`src/rtl/task_dispatcher_pkg.sv`:
```
// Shared types and control-frame layout for the task dispatcher.
// Field offsets are functions so every file derives the same layout from the core/R0/IFN widths.
package task_dispatcher_pkg;

    typedef enum logic [1:0] {
        FENCE_NO  = 2'd0,
        FENCE_ACQ = 2'd1,
        FENCE_REL = 2'd2,
        FENCE_ILL = 2'd3
    } fence_e;

    typedef enum logic [2:0] {
        ST_FETCH,
        ST_DECODE,
        ST_FENCE_WAIT,
        ST_IF_FETCH,
        ST_LOAD,
        ST_DONE_WAIT,
        ST_SYNC
    } state_e;

    localparam int FENCE_W     = 2;
    localparam int STOP_ADDR_W = 16;

    // Layout from bit 0 upward: ifn, fence, core_mask, init_r0_vect, init_r0, stop, stop_addr.
    function automatic int cf_ifn_lsb();
        return 0;
    endfunction

    function automatic int cf_fence_lsb(input int ifn_w);
        return ifn_w;
    endfunction

    function automatic int cf_mask_lsb(input int ifn_w);
        return ifn_w + FENCE_W;
    endfunction

    function automatic int cf_r0v_lsb(input int num_cores, input int ifn_w);
        return ifn_w + FENCE_W + num_cores;
    endfunction

    function automatic int cf_r0_lsb(input int num_cores, input int ifn_w);
        return ifn_w + FENCE_W + 2 * num_cores;
    endfunction

    function automatic int cf_stop_lsb(input int num_cores, input int r0_w, input int ifn_w);
        return ifn_w + FENCE_W + 2 * num_cores + num_cores * r0_w;
    endfunction

    function automatic int cf_saddr_lsb(input int num_cores, input int r0_w, input int ifn_w);
        return cf_stop_lsb(num_cores, r0_w, ifn_w) + 1;
    endfunction

    function automatic int cf_width(input int num_cores, input int r0_w, input int ifn_w);
        return cf_saddr_lsb(num_cores, r0_w, ifn_w) + STOP_ADDR_W;
    endfunction

endpackage

```
`src/rtl/task_dispatcher_if.sv`:
```
// Bus between the dispatcher (master) and its task memory, cores and display sync (slave).
interface task_dispatcher_if #(
    parameter int NUM_CORES  = 16,
    parameter int TM_DEPTH   = 64,
    parameter int LOAD_BEATS = 4,
    parameter int INSN_W     = 64,
    parameter int R0_W       = 8
);
    logic                            enable;
    logic [$clog2(TM_DEPTH)-1:0]     tm_addr;
    logic [LOAD_BEATS*INSN_W-1:0]    tm_data;
    logic [NUM_CORES-1:0]            ready;
    logic [NUM_CORES-1:0]            start;
    logic [$clog2(LOAD_BEATS)-1:0]   load_cnt;
    logic [INSN_W-1:0]               insn_data;
    logic [NUM_CORES-1:0]            init_r0_vect;
    logic [NUM_CORES*R0_W-1:0]       init_r0;
    logic                            frame_req;
    logic                            frame_ack;
    logic                            busy;
    logic                            err;

    modport master (
        input  enable, tm_data, ready, frame_ack,
        output tm_addr, start, load_cnt, insn_data, init_r0_vect, init_r0,
               frame_req, busy, err
    );

    modport slave (
        output enable, tm_data, ready, frame_ack,
        input  tm_addr, start, load_cnt, insn_data, init_r0_vect, init_r0,
               frame_req, busy, err
    );
endinterface

```
`src/rtl/task_dispatcher_cf_decode.sv`:
```
// Purely combinational split of a control frame into its named fields.
module td_cf_decode
    import task_dispatcher_pkg::*;
#(
    parameter int NUM_CORES = 16,
    parameter int R0_W      = 8,
    parameter int IFN_W     = 8,
    parameter int CF_W      = cf_width(NUM_CORES, R0_W, IFN_W)
) (
    input  logic [CF_W-1:0]             cf,
    output logic [IFN_W-1:0]            ifn,
    output logic [FENCE_W-1:0]          fence_raw,
    output logic [NUM_CORES-1:0]        core_mask,
    output logic [NUM_CORES-1:0]        init_r0_vect,
    output logic [NUM_CORES*R0_W-1:0]   init_r0,
    output logic                        stop,
    output logic [STOP_ADDR_W-1:0]      stop_addr
);
    localparam int L_IFN   = cf_ifn_lsb();
    localparam int L_FENCE = cf_fence_lsb(IFN_W);
    localparam int L_MASK  = cf_mask_lsb(IFN_W);
    localparam int L_R0V   = cf_r0v_lsb(NUM_CORES, IFN_W);
    localparam int L_R0    = cf_r0_lsb(NUM_CORES, IFN_W);
    localparam int L_STOP  = cf_stop_lsb(NUM_CORES, R0_W, IFN_W);
    localparam int L_SADDR = cf_saddr_lsb(NUM_CORES, R0_W, IFN_W);

    assign ifn          = cf[L_IFN   +: IFN_W];
    assign fence_raw    = cf[L_FENCE +: FENCE_W];
    assign core_mask    = cf[L_MASK  +: NUM_CORES];
    assign init_r0_vect = cf[L_R0V   +: NUM_CORES];
    assign init_r0      = cf[L_R0    +: NUM_CORES*R0_W];
    assign stop         = cf[L_STOP];
    assign stop_addr    = cf[L_SADDR +: STOP_ADDR_W];
endmodule

```
`src/rtl/task_dispatcher.sv`:
```
// Walks task memory: a control frame sets fence/mask/count, then instruction frames are
// streamed beat by beat to the masked cores, optionally followed by a display-sync handshake.
module task_dispatcher
    import task_dispatcher_pkg::*;
#(
    parameter int NUM_CORES  = 16,
    parameter int TM_DEPTH   = 64,
    parameter int LOAD_BEATS = 4,
    parameter int INSN_W     = 64,
    parameter int R0_W       = 8,
    parameter int IFN_W      = 8
) (
    input  logic               clk,
    input  logic               reset,
    task_dispatcher_if.master  bus
);
    localparam int PTR_W = $clog2(TM_DEPTH);
    localparam int LC_W  = $clog2(LOAD_BEATS);
    localparam int CF_W  = cf_width(NUM_CORES, R0_W, IFN_W);

    function automatic logic [PTR_W-1:0] next_ptr(input logic [PTR_W-1:0] p);
        return (p == PTR_W'(TM_DEPTH - 1)) ? '0 : p + 1'b1;
    endfunction

    function automatic logic [PTR_W-1:0] wrap_addr(input logic [STOP_ADDR_W-1:0] a);
        int v;
        v = int'(a) % TM_DEPTH;
        return PTR_W'(v);
    endfunction

    logic [IFN_W-1:0]            cf_ifn;
    logic [FENCE_W-1:0]          cf_fence;
    logic [NUM_CORES-1:0]        cf_mask;
    logic [NUM_CORES-1:0]        cf_r0v;
    logic [NUM_CORES*R0_W-1:0]   cf_r0;
    logic                        cf_stop;
    logic [STOP_ADDR_W-1:0]      cf_saddr;

    td_cf_decode #(
        .NUM_CORES (NUM_CORES),
        .R0_W      (R0_W),
        .IFN_W     (IFN_W)
    ) u_cf_decode (
        .cf           (bus.tm_data[CF_W-1:0]),
        .ifn          (cf_ifn),
        .fence_raw    (cf_fence),
        .core_mask    (cf_mask),
        .init_r0_vect (cf_r0v),
        .init_r0      (cf_r0),
        .stop         (cf_stop),
        .stop_addr    (cf_saddr)
    );

    state_e                      state_q, state_d;
    logic [PTR_W-1:0]            ptr_q, ptr_d;
    logic [IFN_W-1:0]            ifn_q, ifn_d;
    fence_e                      fence_q, fence_d;
    logic [NUM_CORES-1:0]        mask_q, mask_d;
    logic [NUM_CORES-1:0]        r0v_q, r0v_d;
    logic [NUM_CORES*R0_W-1:0]   r0_q, r0_d;
    logic                        stop_q, stop_d;
    logic [PTR_W-1:0]            saddr_q, saddr_d;
    logic                        dw_first_q, dw_first_d;
    logic [NUM_CORES-1:0]        start_q, start_d;
    logic [LC_W-1:0]             load_cnt_q, load_cnt_d;
    logic                        frame_req_q, frame_req_d;
    logic                        busy_q, busy_d;
    logic                        err_q, err_d;

    logic all_rdy;
    logic mask_idle;

    assign all_rdy   = &bus.ready;
    assign mask_idle = ((~bus.ready) & mask_q) == '0;

    always_comb begin
        state_d     = state_q;
        ptr_d       = ptr_q;
        ifn_d       = ifn_q;
        fence_d     = fence_q;
        mask_d      = mask_q;
        r0v_d       = r0v_q;
        r0_d        = r0_q;
        stop_d      = stop_q;
        saddr_d     = saddr_q;
        dw_first_d  = 1'b0;
        start_d     = '0;
        load_cnt_d  = '0;
        frame_req_d = frame_req_q;
        err_d       = err_q;

        case (state_q)
            ST_FETCH: begin
                if (bus.enable) state_d = ST_DECODE;
            end
            ST_DECODE: begin
                // An illegal fence code runs as an unfenced group but is remembered in err.
                ifn_d   = cf_ifn;
                fence_d = (cf_fence == FENCE_ILL) ? FENCE_NO : fence_e'(cf_fence);
                err_d   = err_q | (cf_fence == FENCE_ILL);
                mask_d  = cf_mask;
                r0v_d   = cf_r0v;
                r0_d    = cf_r0;
                stop_d  = cf_stop;
                saddr_d = wrap_addr(cf_saddr);
                state_d = ST_FENCE_WAIT;
            end
            ST_FENCE_WAIT: begin
                if ((fence_q == FENCE_NO) ? mask_idle : all_rdy) begin
                    ptr_d = next_ptr(ptr_q);
                    if (ifn_q != '0)  state_d = ST_IF_FETCH;
                    else if (stop_q)  state_d = ST_SYNC;
                    else              state_d = ST_FETCH;
                end
            end
            ST_IF_FETCH: begin
                state_d    = ST_LOAD;
                start_d    = mask_q;
                load_cnt_d = '0;
            end
            ST_LOAD: begin
                if (load_cnt_q == LC_W'(LOAD_BEATS - 1)) begin
                    ptr_d      = next_ptr(ptr_q);
                    ifn_d      = ifn_q - 1'b1;
                    dw_first_d = 1'b1;
                    state_d    = ST_DONE_WAIT;
                end else begin
                    start_d    = mask_q;
                    load_cnt_d = load_cnt_q + 1'b1;
                end
            end
            ST_DONE_WAIT: begin
                // Cores only drop ready a cycle after the last start, so the first cycle is blind.
                if (!dw_first_q && mask_idle) begin
                    if (ifn_q != '0)                         state_d = ST_IF_FETCH;
                    else if (stop_q || fence_q == FENCE_REL) state_d = ST_SYNC;
                    else                                     state_d = ST_FETCH;
                end
            end
            ST_SYNC: begin
                if (stop_q) begin
                    if (frame_req_q) begin
                        if (bus.frame_ack) begin
                            frame_req_d = 1'b0;
                            ptr_d       = saddr_q;
                            state_d     = ST_FETCH;
                        end
                    end else if (all_rdy) begin
                        frame_req_d = 1'b1;
                    end
                end else if (all_rdy) begin
                    state_d = ST_FETCH;
                end
            end
            default: state_d = ST_FETCH;
        endcase

        busy_d = (state_d != ST_FETCH);
    end

    always_ff @(posedge clk) begin
        if (reset) begin
            state_q     <= ST_FETCH;
            ptr_q       <= '0;
            ifn_q       <= '0;
            fence_q     <= FENCE_NO;
            mask_q      <= '0;
            r0v_q       <= '0;
            r0_q        <= '0;
            stop_q      <= 1'b0;
            saddr_q     <= '0;
            dw_first_q  <= 1'b0;
            start_q     <= '0;
            load_cnt_q  <= '0;
            frame_req_q <= 1'b0;
            busy_q      <= 1'b0;
            err_q       <= 1'b0;
        end else begin
            state_q     <= state_d;
            ptr_q       <= ptr_d;
            ifn_q       <= ifn_d;
            fence_q     <= fence_d;
            mask_q      <= mask_d;
            r0v_q       <= r0v_d;
            r0_q        <= r0_d;
            stop_q      <= stop_d;
            saddr_q     <= saddr_d;
            dw_first_q  <= dw_first_d;
            start_q     <= start_d;
            load_cnt_q  <= load_cnt_d;
            frame_req_q <= frame_req_d;
            busy_q      <= busy_d;
            err_q       <= err_d;
        end
    end

    // Frame data only arrives in the beat's own cycle, so the payload is a mux, not a flop.
    always_comb begin
        bus.insn_data = '0;
        if (state_q == ST_LOAD) bus.insn_data = bus.tm_data[int'(load_cnt_q)*INSN_W +: INSN_W];
    end

    assign bus.tm_addr      = ptr_q;
    assign bus.start        = start_q;
    assign bus.load_cnt     = load_cnt_q;
    assign bus.init_r0_vect = r0v_q;
    assign bus.init_r0      = r0_q;
    assign bus.frame_req    = frame_req_q;
    assign bus.busy         = busy_q;
    assign bus.err          = err_q;
endmodule

```
`src/flat_wrapper.sv`:
```
// flat-port wrapper written by rule: the top's interface ports become plain ports
module task_dispatcher_flat import task_dispatcher_pkg::*;
#(
    parameter int NUM_CORES  = 16,
    parameter int TM_DEPTH   = 64,
    parameter int LOAD_BEATS = 4,
    parameter int INSN_W     = 64,
    parameter int R0_W       = 8,
    parameter int IFN_W      = 8
)
  (clk, reset, bus_enable, bus_tm_data, bus_ready, bus_frame_ack, bus_tm_addr, bus_start, bus_load_cnt, bus_insn_data, bus_init_r0_vect, bus_init_r0, bus_frame_req, bus_busy, bus_err);
  task_dispatcher_if #(.NUM_CORES(NUM_CORES), .TM_DEPTH(TM_DEPTH), .LOAD_BEATS(LOAD_BEATS), .INSN_W(INSN_W), .R0_W(R0_W)) bus_i ();
  input  logic clk;
  input  logic reset;
  input wire logic [$bits(bus_i.enable)-1:0] bus_enable;
  input wire logic [$bits(bus_i.tm_data)-1:0] bus_tm_data;
  input wire logic [$bits(bus_i.ready)-1:0] bus_ready;
  input wire logic [$bits(bus_i.frame_ack)-1:0] bus_frame_ack;
  output wire logic [$bits(bus_i.tm_addr)-1:0] bus_tm_addr;
  output wire logic [$bits(bus_i.start)-1:0] bus_start;
  output wire logic [$bits(bus_i.load_cnt)-1:0] bus_load_cnt;
  output wire logic [$bits(bus_i.insn_data)-1:0] bus_insn_data;
  output wire logic [$bits(bus_i.init_r0_vect)-1:0] bus_init_r0_vect;
  output wire logic [$bits(bus_i.init_r0)-1:0] bus_init_r0;
  output wire logic [$bits(bus_i.frame_req)-1:0] bus_frame_req;
  output wire logic [$bits(bus_i.busy)-1:0] bus_busy;
  output wire logic [$bits(bus_i.err)-1:0] bus_err;
  assign bus_i.enable = bus_enable;
  assign bus_i.tm_data = bus_tm_data;
  assign bus_i.ready = bus_ready;
  assign bus_i.frame_ack = bus_frame_ack;
  assign bus_tm_addr = bus_i.tm_addr;
  assign bus_start = bus_i.start;
  assign bus_load_cnt = bus_i.load_cnt;
  assign bus_insn_data = bus_i.insn_data;
  assign bus_init_r0_vect = bus_i.init_r0_vect;
  assign bus_init_r0 = bus_i.init_r0;
  assign bus_frame_req = bus_i.frame_req;
  assign bus_busy = bus_i.busy;
  assign bus_err = bus_i.err;
  task_dispatcher #(.NUM_CORES(NUM_CORES), .TM_DEPTH(TM_DEPTH), .LOAD_BEATS(LOAD_BEATS), .INSN_W(INSN_W), .R0_W(R0_W), .IFN_W(IFN_W)) u_core (.clk(clk), .reset(reset), .bus(bus_i));
endmodule
```
`config.mk`:
```
export PLATFORM = sky130hd
export DESIGN_NAME = task_dispatcher_flat
export DESIGN_NICKNAME = d
export VERILOG_FILES = /design/src/rtl/task_dispatcher_pkg.sv /design/src/rtl/task_dispatcher_if.sv /design/src/rtl/task_dispatcher_cf_decode.sv /design/src/rtl/task_dispatcher.sv /design/src/flat_wrapper.sv
export SDC_FILE = /design/constraint.sdc
export NUM_CORES = 1
export LEC_CHECK = 0
export BUFFER_PORTS_ARGS = -buffer_cell sky130_fd_sc_hd__buf_4
export CORE_AREA = 10 10 188 190
export DETAILED_ROUTE_END_ITERATION = 10
export DIE_AREA = 0 0 198 200
export GPL_TIMING_DRIVEN = 1
export PLACE_DENSITY = 0.63
export SLEW_MARGIN = 0
export SYNTH_ARGS = -nofsm -noshare
export SYNTH_HDL_FRONTEND = slang
export SYNTH_SLANG_ARGS = --single-unit
```
`constraint.sdc`:
```
create_clock -name clk -period 4.7 [get_ports clk]
set_input_delay 0.47 -clock clk [delete_from_list [all_inputs] [get_ports clk]]
set_output_delay 0.47 -clock clk [all_outputs]
set_load 0.01 [all_outputs]
```
==> results of run 1 <==
-- worst max-delay path by stage --
stage	start	endpoint	slack, ns
after detailed placement	u_core.state_q[2]	u_core.ifn_q[7]	1.85
after global placement	u_core.bus.load_cnt[0]	bus_insn_data[0]	1.90
after CTS	u_core.bus.load_cnt[0]	bus_insn_data[1]	1.30
final	u_core.bus.load_cnt[0]	bus_insn_data[2]	1.36
after floorplan	u_core.bus.load_cnt[1]	bus_insn_data[10]	2.38
after global routing	u_core.bus.load_cnt[0]	bus_insn_data[1]	1.18
-- cell usage after synthesis, types with 3 or more instances --
library cell / instances / share of area (%)
nand2_1: 353 / 13
nor2b_1: 12 / 0.76
a21oi_1: 184 / 9.4
ha_1: 3 / 0.38
inv_1: 11 / 0.42
clkbuf_1: 67 / 2.6
nor2_1: 17 / 0.65
buf_2: 22 / 1.1
dfxtp_1: 208 / 42
o21ai_1: 3 / 0.15
and3_1: 65 / 4.1
nand3b_1: 6 / 0.46
a31oi_1: 5 / 0.32
a22oi_1: 3 / 0.23
and2_1: 18 / 1.1
buf_1: 3 / 0.11
o21ai_0: 11 / 0.56
nand3_1: 10 / 0.51
a2111oi_2: 3 / 0.46
nand4_1: 6 / 0.38
nor4_1: 3 / 0.19
a211oi_2: 5 / 0.64
nor3_1: 5 / 0.25
mux4_2: 64 / 15
-- power by group through the flow --
stage / Sequential, mW / Combinational, mW / Clock (mW)
final: 2.34 / 2.30 / 2.06
after global routing: 2.38 / 2.53 / 2.19
after CTS: 2.34 / 2.33 / 2.12
after detailed placement: 2.37 / 2.33 / 0
after global placement: 2.35 / 2.29 / 0
after floorplan: 2.43 / 1.19 / 0
-- cells by family (layout without fill, tap and decap cells) --
logic type,Yosys count,in the layout,share of synthesized area (%)
AO/OA/AOI/OAI,234,234,14.1
other,0,1,0
flip-flops,208,208,42.4
multiplexers,65,65,14.8
AND/OR/NAND/NOR,511,511,23.5
adder cells (fa/ha/maj),3,3,0.382
buffers and inverters,109,582,4.76
XOR/XNOR,1,1,0.0892
-- per-stage QoR --
stage | utilization [%] | power (mW) | hold slack [ns] | area (sq um) | setup WS [ns]
after floorplan | - | 3.62 | 0.436 | 9820 | 2.38
after global placement | 44.2 | 4.65 | 0.442 | 13900 | 1.90
after detailed placement | 44.2 | 4.70 | 0.447 | 13900 | 1.85
after CTS | 47.0 | 6.78 | 0.174 | 14800 | 1.30
after global routing | 47.0 | 7.10 | 0.184 | 14800 | 1.18
final | 47.0 | 6.69 | 0.200 | 14800 | 1.36
-- metal layers --
metal  routed length [microns]  GRT usage (%)  vias to the layer above  share of wire (%)
li1                          -              -                     4822                  -
met1                     15700           21.7                     4741                 38
met2                     21400           35.4                      354                 52
met3                      3540           5.84                       46                8.5
met4                       841           5.55                        0                2.0
met5                         0              0                        -                  0
-- tightest hold or removal path: stages --
cell and delay [ns]:
buf_4 0.11, nand2_1 0.05, a21oi_1 0.05
-- registers in the layout, summed over array words and instances, names as in the netlist, 2 cells and up --
name                     count
u_core.bus.init_r0         128
u_core.bus.init_r0_vect     16
u_core.bus.load_cnt          2
u_core.bus.start            16
u_core.bus.tm_addr           6
u_core.fence_q               2
u_core.ifn_q                 8
u_core.mask_q               16
u_core.saddr_q               6
u_core.state_q               3
-- final cells by class --
type	instances	area, sq um	share of cell area [%]
multi-input combinational	814	5210	35.3
sequential	208	4170	28.3
timing repair buffer	521	3940	26.7
clock buffer	39	771	5.22
tap	402	503	3.41
clock inverter	9	118	0.797
inverter	13	48.8	0.331
antenna	1	2.50	0.0169
-- layout by cell type, fill, tap and decap left out, types with 3 or more instances in the layout --
cell type	instances
mux4_2	64
a211oi_2	5
a31oi_1	5
clkinv_1	4
dfxtp_1	206
o21ai_1	3
bufinv_16	3
clkbuf_1	7
nand3b_1	6
inv_1	11
nand3_1	10
buf_4	518
ha_1	3
a22oi_1	3
clkbuf_8	5
nand4_1	6
nor2_1	17
nand2_1	353
clkbuf_16	27
nor3_1	5
nor2b_1	11
o21ai_0	11
and2_1	18
and3_1	65
a2111oi_2	3
nor4_1	3
a21oi_1	184
==> reports/qor.txt, run 1 <==
Outcome -> complete, no violations
Finished Layout Cells -> 2007
Worst reg-to-reg setup slack -> 1.83 ns
First-pass GRT wire length -> 60.9 mm
WS Path Type -> reg -> out
Post-synth ARST share -> 0%
Final Hold Viols -> 0
Total GRT Usage -> 19.5%
Worst Path Buf+Inv -> 2
Worst-path maximum fanout -> 37
Fillers -> 3070
Critical Path Stages -> 4
Final setup fails -> 0
Peak supply drop -> 0.000250 V
Crit end category -> output pin
Flop pwr share -> 34.9%
Worst hold stages -> 3
Reg2Reg Capture Point -> u_core.ifn_q[2]
Most common cell on crit path -> buf_4
Synthesized area per cell -> 8.69 sq um
Clock-pin transition on the worst setup and hold timing paths -> 0.06 ns
EDFF count, synth -> 0
Crit path DAT -> 2.87 ns
Crit-path cells -> buf_4, mux4_2, and3_1, buf_4
Die Ht -> 200 microns
Row count -> 65
Post-CTS setup buffers -> 0
Cts repair resizes -> 0
Core ar. -> 0.0314 sq mm
Reg2Reg Depth -> 7
Final ANT Viol Nets -> 0
Hold Path Sink -> u_core.bus.init_r0[96]
Slowest stage delay, CP -> 0.86 ns
DIE WIDTH -> 198 microns
Max_slew headroom -> 34.5%
DRC Markers -> 0
Maximum clock path buffer count -> 3
Pin count of the biggest net entering global routing -> 134
Skew final -> 0.0198 ns
GPL Wtd Cong -> 0.853
FF-to-FF Start -> u_core.state_q[2]
Starting Density -> 31.3%
Clock share of power -> 30.7%
Vias per inst -> 4.96
Max-slew violations -> 0
Post-DP HPWL -> 31.2 mm
Pint -> 4.37 mW
Top_reg_cell synth -> dfxtp_1
Max cap viols -> 0
P_sw -> 2.33 mW
Fmax achieved -> 300 MHz
RSZ-0062 raised after global routing -> no
Worst-Margin Slew -> 0.983 ns
Logic pwr share -> 34.4%
Setup TNS -> 0 ns
Switching share of power -> 34.8%
Post-Place Cells -> 1958
Critical Path RT -> 4.23 ns
Routed len/inst -> 20.7 microns
Final WL -> 41.6 mm
Vias in the first global route -> 10400
Flops & latches, synth -> 208
Max stage delay cell, worst path -> dfxtp_4
Number of port buffers -> 510
Remaining Overflow, GRT -> 0
Post-route clock period utilization -> 71.0%
Clk_lat worst skew -> 0.52 ns
Critical path startpoint category -> flop
Static Leak -> 6.41 nW
Die ar. -> 0.0396 sq mm
Proportion of layout cells with a drive suffix above 1 -> 40.8%
Cell Area, Synth -> 0.00982 sq mm
CTS Buf Count -> 26
Via count -> 9963
Synth-to-Final Area Change -> 50.3%
Worst path top cell family by delay -> flip-flops
CTS tree -> yes
Boundary Pins -> 511
Hold-fix buffer count after cts -> 0
Initial antenna violation count -> 1
Worst hold path class -> in -> reg
First-pass DRT Iterations -> 5
Initial DRC count -> 520
Power Density -> 453 mW/mm^2
Period minus WS final -> 3.34 ns
Syn Inst Count -> 1131
Syn. warnings -> 0
Root Buffer -> clkbuf_16
H-tree depth -> 1
TritonCTS Sinks -> 208
Syn nets -> 1410
Nets -> 1863
Seq/Total Area, Yosys -> 42.4%
Netlist cell types -> 58
Hold path start -> bus_tm_data[138]
Note: power is estimated with default switching activity, not from simulation.
==> inputs of run 2 (changes only) <==
--- a/config.mk
+++ b/config.mk
@@ -10,7 +10,7 @@
 export DETAILED_ROUTE_END_ITERATION = 10
 export DIE_AREA = 0 0 198 200
 export GPL_TIMING_DRIVEN = 1
-export PLACE_DENSITY = 0.63
+export PLACE_DENSITY = 0.65
 export SLEW_MARGIN = 0
 export SYNTH_ARGS = -nofsm -noshare
 export SYNTH_HDL_FRONTEND = slang
==> constraint.sdc (replaced) <==
create_clock -name clk -period 2.75 [get_ports clk]
set_input_delay 0.275 -clock clk [delete_from_list [all_inputs] [get_ports clk]]
set_output_delay 0.275 -clock clk [all_outputs]
set_load 0.01 [all_outputs]
==> reports/qor.txt, run 2 (same netlist as run 1, synthesis figures left out) <==
Crit path DAT -> 2.29 ns
FF-to-FF Start -> u_core.ifn_q[0]
Skew final -> 0.00631 ns
Worst reg-to-reg setup slack -> 0.48 ns
Routed len/inst -> 20.2 microns
Fmax achieved -> 390 MHz
Critical path startpoint category -> flop
Via count -> 10600
First-pass DRT Iterations -> 6
Final WL -> 42.5 mm
Static Leak -> 6.82 nW
Crit-path cells -> buf_12, mux4_2, and3_1, buf_4
Critical Path Start -> u_core.bus.load_cnt[0]
Place WS -> 0.484 ns
GPL Wtd Cong -> 0.850
Total GRT Usage -> 20.0%
Crit end category -> output pin
DRC Markers -> 0
Worst setup path end -> bus_insn_data[2]
First-pass GRT wire length -> 62.8 mm
WS Path Type -> reg -> out
Commonest cells after routing, fill and taps aside -> buf_4, nand2_1, dfxtp_1
Starting Density -> 31.3%
Maximum clock path buffer count -> 3
Critical Path Stages -> 4
Reg2Reg Capture Point -> u_core.bus.busy
RSZ-0062 raised after global routing -> no
Final setup fails -> 0
Core ar. -> 0.0314 sq mm
Proportion of layout cells with a drive suffix above 1 -> 38.9%
TritonCTS Sinks -> 208
Tot Pwr -> 11.2 mW
Worst-path maximum fanout -> 31
Initial DRC count -> 581
Pin count of the biggest net entering global routing -> 149
Worst-Margin Slew -> 0.772 ns
DIE WIDTH -> 198 microns
Max reg flops -> 128
Setup TNS -> 0 ns
Worst path top cell family by delay -> flip-flops
Final ANT Viol Nets -> 0
Outcome -> complete, no violations
Reg2Reg Depth -> 9
Nets -> 1965
Row count -> 65
Remaining Overflow, GRT -> 0
Max_slew headroom -> 48.6%
Worst hold path class -> in -> reg
Critical Path RT -> 2.48 ns
Peak supply drop -> 0.000543 V
Post-CTS setup buffers -> 0
H-tree depth -> 1
Post-DP HPWL -> 31.3 mm
Number of port buffers -> 510
Commonest non-fill, non-tap cell in the layout -> buf_4
Slowest stage delay, CP -> 0.60 ns
Vias in the first global route -> 10900
Worst setup margin -> 0.183 ns
Period minus WS final -> 2.57 ns
CTS tree -> yes
Die Ht -> 200 microns
Max stage delay cell, worst path -> dfxtp_4
Clock-pin transition on the worst setup and hold timing paths -> 0.06 ns
Worst Path Buf+Inv -> 2
Root Buffer -> clkbuf_16
CTS Buf Count -> 25
Max cap viols -> 0
Initial antenna violation count -> 2
Boundary Pins -> 511
Power Density -> 712 mW/mm^2
Synth-to-Final Area Change -> 60.2%
Die ar. -> 0.0396 sq mm
Post-route clock period utilization -> 93.4%
Clk_lat worst skew -> 0.52 ns
Max-slew violations -> 0
Final Hold Viols -> 0
Vias per inst -> 5.04
[run 2: cell types whose count changed in the layout (fill, tap and decap cells not counted)]
| cell | previous run | this run |
|---|---|---|
| dlygate4sd3_1 | 0 | 93 |
| inv_2 | 2 | 1 |
| diode_2 | 1 | 2 |
| clkbuf_16 | 27 | 25 |
| buf_4 | 518 | 521 |
| clkbuf_8 | 5 | 4 |
| inv_4 | 0 | 1 |
| clkinv_1 | 4 | 0 |
| bufinv_16 | 3 | 1 |
| clkinv_4 | 0 | 1 |
| clkinv_2 | 1 | 3 |
| buf_12 | 2 | 9 |
| clkinvlp_4 | 1 | 0 |
[run 2: worst min-delay path by stage]
| stage | to | slack, ns | from | cells after the start |
|---|---|---|---|---|
| after floorplan | u_core.saddr_q[0] | 0.41 | bus_tm_data[171] | 2 |
| after global placement | u_core.bus.init_r0[93] | 0.44 | u_core.bus.init_r0[93] | 2 |
| after detailed placement | u_core.bus.init_r0[9] | 0.45 | u_core.bus.init_r0[9] | 2 |
| after CTS | u_core.mask_q[9] | 0.0001 | bus_tm_data[19] | 3 |
| after global routing | u_core.bus.init_r0[76] | 0.00007 | bus_tm_data[118] | 3 |
| final | u_core.bus.init_r0[76] | 0.02 | bus_tm_data[118] | 3 |
[run 2: cell type report]
| cell class | count | area [sq um] |
|---|---|---|
| multi-input combinational | 814 | 5210 |
| fill | 2901 | 15700 |
| timing repair buffer | 624 | 5030 |
| inverter | 13 | 51.3 |
| clock buffer | 36 | 707 |
| clock inverter | 5 | 53.8 |
| sequential | 208 | 4170 |
| tap | 402 | 503 |
| antenna | 2 | 5.00 |
[run 2: through the flow]
step / hold WS, ns / std cells / instance area [sq um] / utilization, %
6_report: 0.0153 / 2104 / 15700 / 50.1
5_1_grt: 0.0000724 / 2103 / 15700 / 50.1
4_1_cts: 0.0000960 / 2102 / 15700 / 50.1
3_5_place_dp: 0.447 / 1968 / 14000 / 44.7
3_3_place_gp: 0.443 / 1968 / 14000 / 44.7
2_1_floorplan: 0.411 / 1131 / 9820 / -
[run 2: timing repair]
action	4_1_cts	5_1_grt
endpoints found under the hold margin	93	0
setup endpoints to repair	0	3
resized for setup	0	2
hold buffers	93	0
[run 2: worst reg2reg max path, cell delays in order (launching register included)]
cell,delay [ns]
dfxtp_1,0.33
inv_1,0.07
ha_1,0.17
or3b_4,0.42
nor4b_4,0.29
nor2_2,0.09
a211oi_2,0.19
o21a_2,0.16
o21ai_2,0.05
or3_1,0.37
[run 2: where the power goes]
part	internal, mW	total, mW	leakage [nW]	switching [mW]
Combinational	1.83	4.12	4.75	2.28
Sequential	3.58	3.97	1.69	0.399
Clock	1.86	3.12	0.375	1.26
Total	7.27	11.2	6.82	3.94
[run 2: routing by layer]
layer	global-route usage (%)	wire, microns
met5	0	13
met2	33.6	20800
met4	10.1	2130
met1	22.7	16000
met3	6.20	3630
==> inputs of run 3 (changes only) <==
--- a/config.mk
+++ b/config.mk
@@ -11,6 +11,7 @@
 export DIE_AREA = 0 0 198 200
 export GPL_TIMING_DRIVEN = 1
 export PLACE_DENSITY = 0.65
+export REMOVE_ABC_BUFFERS = 1
 export SLEW_MARGIN = 0
 export SYNTH_ARGS = -nofsm -noshare
 export SYNTH_HDL_FRONTEND = slang
==> reports/qor.txt, run 3 (same netlist as run 1, synthesis figures left out) <==
RSZ-0062 raised after global routing -> no
Period minus WS final -> 2.61 ns
Crit end category -> output pin
DP Area -> 0.0141 sq mm
Synth-to-Final Area Change -> 62.6%
CTS Buf Count -> 25
Proportion of layout cells with a drive suffix above 1 -> 38.8%
Max cap viols -> 0
Clock-pin transition on the worst setup and hold timing paths -> 0.06 ns
Most common cell on crit path -> buf_4
Routed len/inst -> 20.6 microns
First-pass DRT Iterations -> 6
Worst-path maximum fanout -> 20
DRC Markers -> 0
Vias per inst -> 4.99
Worst-Margin Slew -> 1.13 ns
Initial antenna violation count -> 8
Worst setup margin -> 0.138 ns
Boundary Pins -> 511
Critical Path Start -> u_core.bus.load_cnt[1]
Max-slew violations -> 0
Row count -> 65
Total GRT Usage -> 20.8%
Tot Pwr -> 11.4 mW
Die Ht -> 200 microns
Commonest cells after routing, fill and taps aside -> buf_4, nand2_1, dfxtp_1
Max reg flops -> 128
Pin count of the biggest net entering global routing -> 104
H-tree depth -> 1
Cts repair resizes -> 0
Commonest non-fill, non-tap cell in the layout -> buf_4
Core ar. -> 0.0314 sq mm
First-pass GRT wire length -> 64.9 mm
Final ANT Viol Nets -> 0
Crit path DAT -> 2.34 ns
TritonCTS Sinks -> 208
GPL Wtd Cong -> 0.872
Final Hold Viols -> 0
Nets -> 1985
Post-route clock period utilization -> 95.0%
Skew final -> 0.0148 ns
Power Density -> 715 mW/mm^2
Final setup fails -> 0
Initial DRC count -> 497
Max stage delay cell, worst path -> dfxtp_4
Static Leak -> 6.92 nW
Critical path startpoint category -> flop
Vias in the first global route -> 10900
Post-DP HPWL -> 32.7 mm
DIE WIDTH -> 198 microns
Critical Path RT -> 2.48 ns
Fmax achieved -> 383 MHz
Maximum clock path buffer count -> 3
WS Path Type -> reg -> out
Slowest stage delay, CP -> 0.59 ns
Place WS -> 0.470 ns
Number of port buffers -> 510
Crit-path cells -> buf_4, mux4_2, and3_1, buf_4
Starting Density -> 31.3%
Max_slew headroom -> 24.8%
Hold path start -> bus_tm_data[57]
Final WL -> 43.8 mm
CTS tree -> yes
Outcome -> complete, no violations
Root Buffer -> clkbuf_16
Die ar. -> 0.0396 sq mm
Via count -> 10600
Clk_lat worst skew -> 0.53 ns
Worst hold path class -> in -> reg
FF-to-FF Start -> u_core.ifn_q[0]
Remaining Overflow, GRT -> 0
Fillers -> 2937
Peak supply drop -> 0.000476 V
Cell area after layout -> 0.0160 sq mm
## run 3: cell types whose count changed in the layout (fill, tap and decap cells not counted)
cell           previous run  this run
inv_2                     1         2
clkinv_4                  1         0
inv_4                     1         0
diode_2                   2         5
inv_6                     0         1
dlygate4sd3_1            93       110
clkbuf_8                  4         7
buf_4                   521       524
## run 3: stage by stage
step | std cells | setup TNS [ns] | util, % | hold WS (ns)
after floorplan | 1035 | -641.67 | - | 0.340
after global placement | 1971 | 0 | 44.8 | 0.442
after detailed placement | 1971 | 0 | 44.8 | 0.447
after CTS | 2125 | 0 | 50.8 | 0.000598
after global routing | 2130 | 0 | 50.9 | 0.0133
final | 2130 | 0 | 50.9 | 0.0135
## run 3: critical path, delay by kind of cell, from the launching register on
| kind | cells | cell delay (ns) |
|---|---|---|
| simple gates | 1 | 0.20 |
| mux | 1 | 0.52 |
| flops | 1 | 0.59 |
| buf+inv | 2 | 0.48 |
## run 3: path summary, 6_finish.rpt
| path | to | slack, ns | depth (start not counted) |
|---|---|---|---|
| hold reg to reg | u_core.bus.init_r0[35] | 0.45 | 2 |
| setup reg to reg | u_core.bus.busy | 0.45 | 9 |
| setup / recovery | bus_insn_data[46] | 0.14 | 4 |
| hold / removal | u_core.bus.init_r0[15] | 0.01 | 3 |
## run 3: per-layer routing
| metal | track usage (%) | share of wire, % | up-vias |
|---|---|---|---|
| met4 | 5.95 | 2.6 | 4 |
| met5 | 0 | 0.057 | - |
| met3 | 7.25 | 9.4 | 64 |
| met1 | 23.6 | 38 | 5077 |
| li1 | - | - | 5073 |
| met2 | 36.5 | 50 | 421 |
## run 3: layout make-up
class / instances / area (sq um) / share of cell area [%]
clock inverter: 5 / 53.8 / 0.337
clock buffer: 39 / 748 / 4.68
inverter: 13 / 48.8 / 0.305
timing repair buffer: 644 / 5230 / 32.7
tap: 402 / 503 / 3.15
antenna: 5 / 12.5 / 0.0783
sequential: 208 / 4170 / 26.1
multi-input combinational: 814 / 5210 / 32.6
## run 3: repair_timing
item,in CTS,in global routing
hold buffers,110,0
buffers inserted,0,0
hold endpoints to repair,110,0
## run 3: power breakdown
part           internal (mW)  switching [mW]  total, mW
clock network           1.95            1.30       3.25
registers               3.58           0.413       3.99
logic                   1.88            2.31       4.19
